===== config.mk =====
export PLATFORM = sky130hd
export DESIGN_NAME = riscv_wb_sched_flat
export DESIGN_NICKNAME = d
export VERILOG_FILES = /design/src/rtl/riscv_pkg.sv /design/src/rtl/riscv_wb_sched_if.sv /design/src/rtl/riscv_wb_arb.sv /design/src/rtl/riscv_wb_sched.sv /design/src/flat_wrapper.sv
export SDC_FILE = /design/constraint.sdc
export NUM_CORES = 1
export LEC_CHECK = 0
export ABC_AREA = 1
export CORE_MARGIN = 3
export CORE_UTILIZATION = 44
export CTS_CLUSTER_DIAMETER = 150
export CTS_CLUSTER_SIZE = 10
export DETAILED_ROUTE_END_ITERATION = 12
export GPL_ROUTABILITY_DRIVEN = 0
export GPL_TIMING_DRIVEN = 0
export PLACE_DENSITY = 0.91
export SETUP_SLACK_MARGIN = 0.4
export SLEW_MARGIN = 20
export SYNTH_ARGS = -nofsm -noshare
export SYNTH_HDL_FRONTEND = slang
export SYNTH_SLANG_ARGS = --single-unit

===== constraint.sdc =====
create_clock -name clk_i -period 7 [get_ports clk_i]
set_input_delay 2.1 -clock clk_i [delete_from_list [all_inputs] [get_ports clk_i]]
set_output_delay 2.1 -clock clk_i [all_outputs]
set_load 0.02 [all_outputs]

===== src/rtl/riscv_pkg.sv =====
// Shared core package: register index width, data width and
// writeback source numbering used by the writeback scheduler.
package riscv_pkg;

   localparam int XLEN       = 32;
   localparam int REG_W      = 5;
   localparam int NUM_WB_SRC = 4;

   localparam int WB_SRC_ALU = 0;
   localparam int WB_SRC_MUL = 1;
   localparam int WB_SRC_DIV = 2;
   localparam int WB_SRC_LSU = 3;

   typedef logic [REG_W-1:0] reg_idx_t;

endpackage


===== src/rtl/riscv_wb_sched_if.sv =====
// Writeback request and destination-allocation handshakes.
// master = execution units / issue stage, slave = scheduler.
interface riscv_wb_sched_if
   import riscv_pkg::*;
#(
   parameter int NUM_SRC = NUM_WB_SRC
);
   logic [NUM_SRC-1:0]       req_valid_i;
   logic [REG_W*NUM_SRC-1:0] req_rd_i;
   logic [XLEN*NUM_SRC-1:0]  req_value_i;
   logic [NUM_SRC-1:0]       req_ready_o;

   logic                     alloc_valid_i;
   logic [REG_W-1:0]         alloc_rd_i;
   logic                     alloc_ready_o;

   modport master (
      output req_valid_i, req_rd_i, req_value_i,
      output alloc_valid_i, alloc_rd_i,
      input  req_ready_o, alloc_ready_o
   );

   modport slave (
      input  req_valid_i, req_rd_i, req_value_i,
      input  alloc_valid_i, alloc_rd_i,
      output req_ready_o, alloc_ready_o
   );
endinterface


===== src/rtl/riscv_wb_arb.sv =====
// Combinational one-hot grant generator for the writeback sources.
// Ports: valid in, gnt out; with RISCV_WB_RR_EN also ptr in, gnt_idx out.
module riscv_wb_arb
   import riscv_pkg::*;
#(
   parameter int NUM_SRC = NUM_WB_SRC,
   parameter int PW      = (NUM_SRC > 1) ? $clog2(NUM_SRC) : 1
) (
   input  logic [NUM_SRC-1:0] valid,
`ifdef RISCV_WB_RR_EN
   input  logic [PW-1:0]      ptr,
   output logic [PW-1:0]      gnt_idx,
`endif
   output logic [NUM_SRC-1:0] gnt
);

   // Scan sources in priority order; the first valid one wins.
   // Round-robin starts the scan at ptr, fixed priority at 0.
   always_comb begin
      logic          found;
      logic [PW-1:0] idx;
      found = 1'b0;
      idx   = '0;
      gnt   = '0;
`ifdef RISCV_WB_RR_EN
      gnt_idx = '0;
`endif
      for (int i = 0; i < NUM_SRC; i++) begin
`ifdef RISCV_WB_RR_EN
         idx = PW'((int'(ptr) + i) % NUM_SRC);
`else
         idx = PW'(i);
`endif
         if (!found && valid[idx]) begin
            found    = 1'b1;
            gnt[idx] = 1'b1;
`ifdef RISCV_WB_RR_EN
            gnt_idx  = idx;
`endif
         end
      end
   end

endmodule


===== src/rtl/riscv_wb_sched.sv =====
// Writeback scheduler: arbitrates unit results onto one registered
// regfile write port and tracks pending destinations for hazards.
// Ports: clk_i, rst_i (sync, active-low), bus (requests + alloc),
// ra_i/rb_i -> ra_busy_o/rb_busy_o, wr_rd_o/wr_value_o to regfile.
// Macro RISCV_WB_RR_EN selects round-robin instead of fixed priority.
module riscv_wb_sched
   import riscv_pkg::*;
#(
   parameter int NUM_SRC = NUM_WB_SRC
) (
   input  logic             clk_i,
   input  logic             rst_i,
   riscv_wb_sched_if.slave  bus,
   input  logic [REG_W-1:0] ra_i,
   input  logic [REG_W-1:0] rb_i,
   output logic             ra_busy_o,
   output logic             rb_busy_o,
   output logic [REG_W-1:0] wr_rd_o,
   output logic [XLEN-1:0]  wr_value_o
);

   localparam int PW = (NUM_SRC > 1) ? $clog2(NUM_SRC) : 1;

   logic [NUM_SRC-1:0] gnt;
   logic               gnt_any;
   reg_idx_t           sel_rd;
   logic [XLEN-1:0]    sel_value;

   logic [31:0]        pending;
   logic [31:0]        pend_nxt;
   logic [31:0]        set_vec;
   logic [31:0]        clr_vec;
   logic               alloc_ok;

`ifdef RISCV_WB_RR_EN
   logic [PW-1:0]      ptr;
   logic [PW-1:0]      gnt_idx;

   riscv_wb_arb #(
      .NUM_SRC (NUM_SRC),
      .PW      (PW)
   ) u_arb (
      .valid   (bus.req_valid_i),
      .ptr     (ptr),
      .gnt_idx (gnt_idx),
      .gnt     (gnt)
   );

   always_ff @(posedge clk_i) begin
      if (!rst_i) begin
         ptr <= '0;
      end else if (gnt_any) begin
         if (gnt_idx == PW'(NUM_SRC - 1))
            ptr <= '0;
         else
            ptr <= gnt_idx + PW'(1);
      end
   end
`else
   riscv_wb_arb #(
      .NUM_SRC (NUM_SRC),
      .PW      (PW)
   ) u_arb (
      .valid   (bus.req_valid_i),
      .gnt     (gnt)
   );
`endif

   assign bus.req_ready_o = gnt;
   assign gnt_any         = |gnt;

   // One-hot grant, so the last match is the only match.
   always_comb begin
      sel_rd    = '0;
      sel_value = '0;
      for (int k = 0; k < NUM_SRC; k++) begin
         if (gnt[k]) begin
            sel_rd    = bus.req_rd_i[REG_W*k +: REG_W];
            sel_value = bus.req_value_i[XLEN*k +: XLEN];
         end
      end
   end

   assign alloc_ok = bus.alloc_valid_i &&
                     ((bus.alloc_rd_i == '0) ||
                      !pending[bus.alloc_rd_i]);
   assign bus.alloc_ready_o = alloc_ok;

   // A new reservation overrides a retiring write to the same reg.
   always_comb begin
      set_vec = '0;
      clr_vec = '0;
      if (alloc_ok && (bus.alloc_rd_i != '0))
         set_vec[bus.alloc_rd_i] = 1'b1;
      if (wr_rd_o != '0)
         clr_vec[wr_rd_o] = 1'b1;
      pend_nxt    = (pending & ~clr_vec) | set_vec;
      pend_nxt[0] = 1'b0;
   end

   // pending[0] is held at 0, so x0 never reads as busy.
   assign ra_busy_o = pending[ra_i];
   assign rb_busy_o = pending[rb_i];

   always_ff @(posedge clk_i) begin
      if (!rst_i) begin
         wr_rd_o    <= '0;
         wr_value_o <= '0;
         pending    <= '0;
      end else begin
         pending <= pend_nxt;
         if (gnt_any) begin
            wr_rd_o    <= sel_rd;
            wr_value_o <= sel_value;
         end else begin
            wr_rd_o    <= '0;
            wr_value_o <= '0;
         end
      end
   end

endmodule


===== src/flat_wrapper.sv =====
// flat-port wrapper written by rule: the top's interface ports become plain ports
module riscv_wb_sched_flat import riscv_pkg::*;
#(
   parameter int NUM_SRC = NUM_WB_SRC
)
  (clk_i, rst_i, ra_i, rb_i, ra_busy_o, rb_busy_o, wr_rd_o, wr_value_o, bus_req_valid_i, bus_req_rd_i, bus_req_value_i, bus_alloc_valid_i, bus_alloc_rd_i, bus_req_ready_o, bus_alloc_ready_o);
  riscv_wb_sched_if #(.NUM_SRC(NUM_SRC)) bus_i ();
  input  logic clk_i;
  input  logic rst_i;
  input  logic [REG_W-1:0] ra_i;
  input  logic [REG_W-1:0] rb_i;
  output logic ra_busy_o;
  output logic rb_busy_o;
  output logic [REG_W-1:0] wr_rd_o;
  output logic [XLEN-1:0] wr_value_o;
  input wire logic [$bits(bus_i.req_valid_i)-1:0] bus_req_valid_i;
  input wire logic [$bits(bus_i.req_rd_i)-1:0] bus_req_rd_i;
  input wire logic [$bits(bus_i.req_value_i)-1:0] bus_req_value_i;
  input wire logic [$bits(bus_i.alloc_valid_i)-1:0] bus_alloc_valid_i;
  input wire logic [$bits(bus_i.alloc_rd_i)-1:0] bus_alloc_rd_i;
  output wire logic [$bits(bus_i.req_ready_o)-1:0] bus_req_ready_o;
  output wire logic [$bits(bus_i.alloc_ready_o)-1:0] bus_alloc_ready_o;
  assign bus_i.req_valid_i = bus_req_valid_i;
  assign bus_i.req_rd_i = bus_req_rd_i;
  assign bus_i.req_value_i = bus_req_value_i;
  assign bus_i.alloc_valid_i = bus_alloc_valid_i;
  assign bus_i.alloc_rd_i = bus_alloc_rd_i;
  assign bus_req_ready_o = bus_i.req_ready_o;
  assign bus_alloc_ready_o = bus_i.alloc_ready_o;
  riscv_wb_sched #(.NUM_SRC(NUM_SRC)) u_core (.clk_i(clk_i), .rst_i(rst_i), .bus(bus_i), .ra_i(ra_i), .rb_i(rb_i), .ra_busy_o(ra_busy_o), .rb_busy_o(rb_busy_o), .wr_rd_o(wr_rd_o), .wr_value_o(wr_value_o));
endmodule

==> metrics.cfg <==
[status]
status = completed

[clocking]
ctsLongestPathBuffers = 2
insertion_delay_ns = 0.35
cts_buffers = 9
cts.sinks = 68
cts_tree = yes
holdBufCountCts = 0
htree_levels = 3
cts.clk_slew.worst_paths_ns = 0.07
post_cts_buffers = 0
cts_root_buf = clkbuf_8

[logic_synthesis]
ys_ff_latch = 68
synth_area_sq_um = 4174
seq_area_frac_synth = 0.3261
yosysTopAreaCellShare = 0.3261
synth_top_area_cell = dfxtp_1
yosysUniqueCellTypes = 24
postSynthAreaPerCell_sq_um = 6.334
syn_nets = 829
synth_area_leaders = dfxtp_1 33%, nand2_1 21%, o21ai_0 8.0%
yosys_warnings = 0
syn_inst = 659

[timing]
fin_worst_skew_ns = 0.01208
timing.fmax_ghz = 0.1527
setup_tns_ns = 0
post-route-period-util = 0.9357
period_needed_ns = 6.550
rsz0062_at_grt = yes
hold_viol = 0
tightest_slew_ns = 0.6591
finalMaxSlewViolations = 0
relSlewSlack = 0.5606
final-setup-viol-count = 0

[layout]
nNetsFinal = 1052
area_growth_pct = 59.08
multi_input_area_sq_um = 2492
register_area_sq_um = 1361
fillerInstances = 684
layout_commonest_cell = nand2_1
layout-drive-gt1-share = 0.05305
final_cells = 1014
layout_common_cells = 237 x nand2_1, 210 x clkdlybuf4s50_1, 68 x dfxtp_1, 66 x o21ai_0, 62 x nor2_1

[critical_path]
end_kind = primary output
startpoint_type = primary input
crit_arrival_ns = 4.45
ff2ff_path_depth = 12
worstPathRequired_ns = 4.90
path_class = primary input to primary output
worstPathMaxFanout = 9

[hold_path]
min_path_type = register to register
whs_path_depth = 2

[die]
start_util = 0.4650
dieArea_sq_um = 10690
die_w_um = 103.4
core_area_sq_um = 8976
num_rows = 34
die_h_um = 103.4
ios = 214

[detailed_routing]
vias_per_cell = 5.836
route.detailed.drc = 0
drt-total-wl_um = 19400
postRouteAntennaNets = 0
initialDrtViolationCount = 729
wl_per_cell_um = 19.13
firstDrtPassIters = 9
vias = 5918

[global_routing]
overflow = 0
antenna_found_initial = 2
grt_pass1_wl_um = 29300
grtUsageTotal = 0.3575
grt_pass1_vias = 5767
grt_max_degree = 12

[pwr]
ir_drop_mv = 0.08842
power.density_nw_per_um2 = 149.0
power.leakage_nw = 2.441

[placement]
dp_hpwl_um = 15460
place_inst = 997
io_buffers = 212

[flow_run]
maxCapViolations = 0

state kept, by name, indices dropped and copies added (netlist names):
name,cells
u_core.wr_rd_o,5
u_core.wr_value_o,32
u_core.pending,31
synthesized netlist by cell type:
cell and instances:
nand2_1 237, dfxtp_1 68, o21ai_0 67, nor2_1 62
nand3_1 44, a41oi_1 36, inv_1 36, clkbuf_1 28
a21oi_1 26, o221ai_1 10, a21oi_2 9, nand3_2 9
nor3_1 9, buf_6 5, buf_4 2, o211ai_1 2
o21a_1 2, buf_1 1, buf_2 1, inv_4 1
nand3b_1 1, nand4_1 1, nor2_4 1, o22ai_1 1
routing by layer:
layer / global-route usage / routed length (um) / share of wire
met1: 0.4472 / 6879 / 0.35
met2: 0.5745 / 9281 / 0.48
met3: 0.1019 / 2358 / 0.12
met4: 0.1544 / 857 / 0.044
met5: 0 / 20 / 0.0010
final timing paths:
kind                            from                 end  slack [ns]
hold / removal     u_core.pending[5]   u_core.pending[5]        0.54
setup reg to reg  u_core.pending[28]  u_core.pending[20]        5.29
hold reg to reg    u_core.pending[5]   u_core.pending[5]        0.54
setup / recovery             ra_i[1]           ra_busy_o        0.45
kinds of logic (layout without fill, tap and decap cells):
family                 count (synthesis)  after routing  synth area share
and+or+nand+nor                      364            364            0.3600
AOI/OAI and AO/OA                    153            153            0.2356
buffers and inverters                 74            301           0.07823
DFF                                   68             68            0.3261
other                                  0              2                 0
repair_timing:
item | CTS | global route
gates resized for setup | 1 | 8
endpoints found under the setup margin | 1 | 3
endpoints found under the hold margin | 0 | 0
cell type report:
type                    count  share of cell area
diodes                      2           0.0007537
plain buffers              37             0.02845
clock buffers              10             0.02073
clock inverters             5            0.004334
inverters                  37             0.02129
multi-input cells         517              0.3754
flip-flops and latches     68              0.2050
well taps                 126             0.02374
repair buffers            212              0.3203
worst max-delay path, cell delays in order:
cell             delay, ns
clkdlybuf4s50_1       0.64
inv_1                 0.23
a21oi_1               0.18
o21ai_0               0.13
nand3_1               0.11
o21ai_1               0.13
o21ai_0               0.19
o21a_1                0.13
clkdlybuf4s50_1       0.60
stage by stage:
step / total power, mW / utilization / area, sq um / setup slack, ns / hold slack, ns
3_3_place_gp: 0.6942 / 0.7190 / 6454 / 0.4132 / 0.4965
4_1_cts: 0.9797 / 0.7377 / 6621 / 0.4581 / 0.5173
5_1_grt: 1.023 / 0.7395 / 6638 / 0.2849 / 0.5372
3_5_place_dp: 0.7016 / 0.7190 / 6454 / 0.3203 / 0.5087
6_report: 0.9891 / 0.7398 / 6640 / 0.4504 / 0.5388
2_1_floorplan: 0.5294 / - / 4174 / 1.757 / 0.4668
power breakdown:
group	internal [mW]	switching, mW	total [mW]
Clock	0.134	0.153	0.287
Combinational	0.147	0.140	0.287
Sequential	0.404	0.0107	0.415
Total	0.685	0.304	0.989
Power figures use the tool's default switching activity.
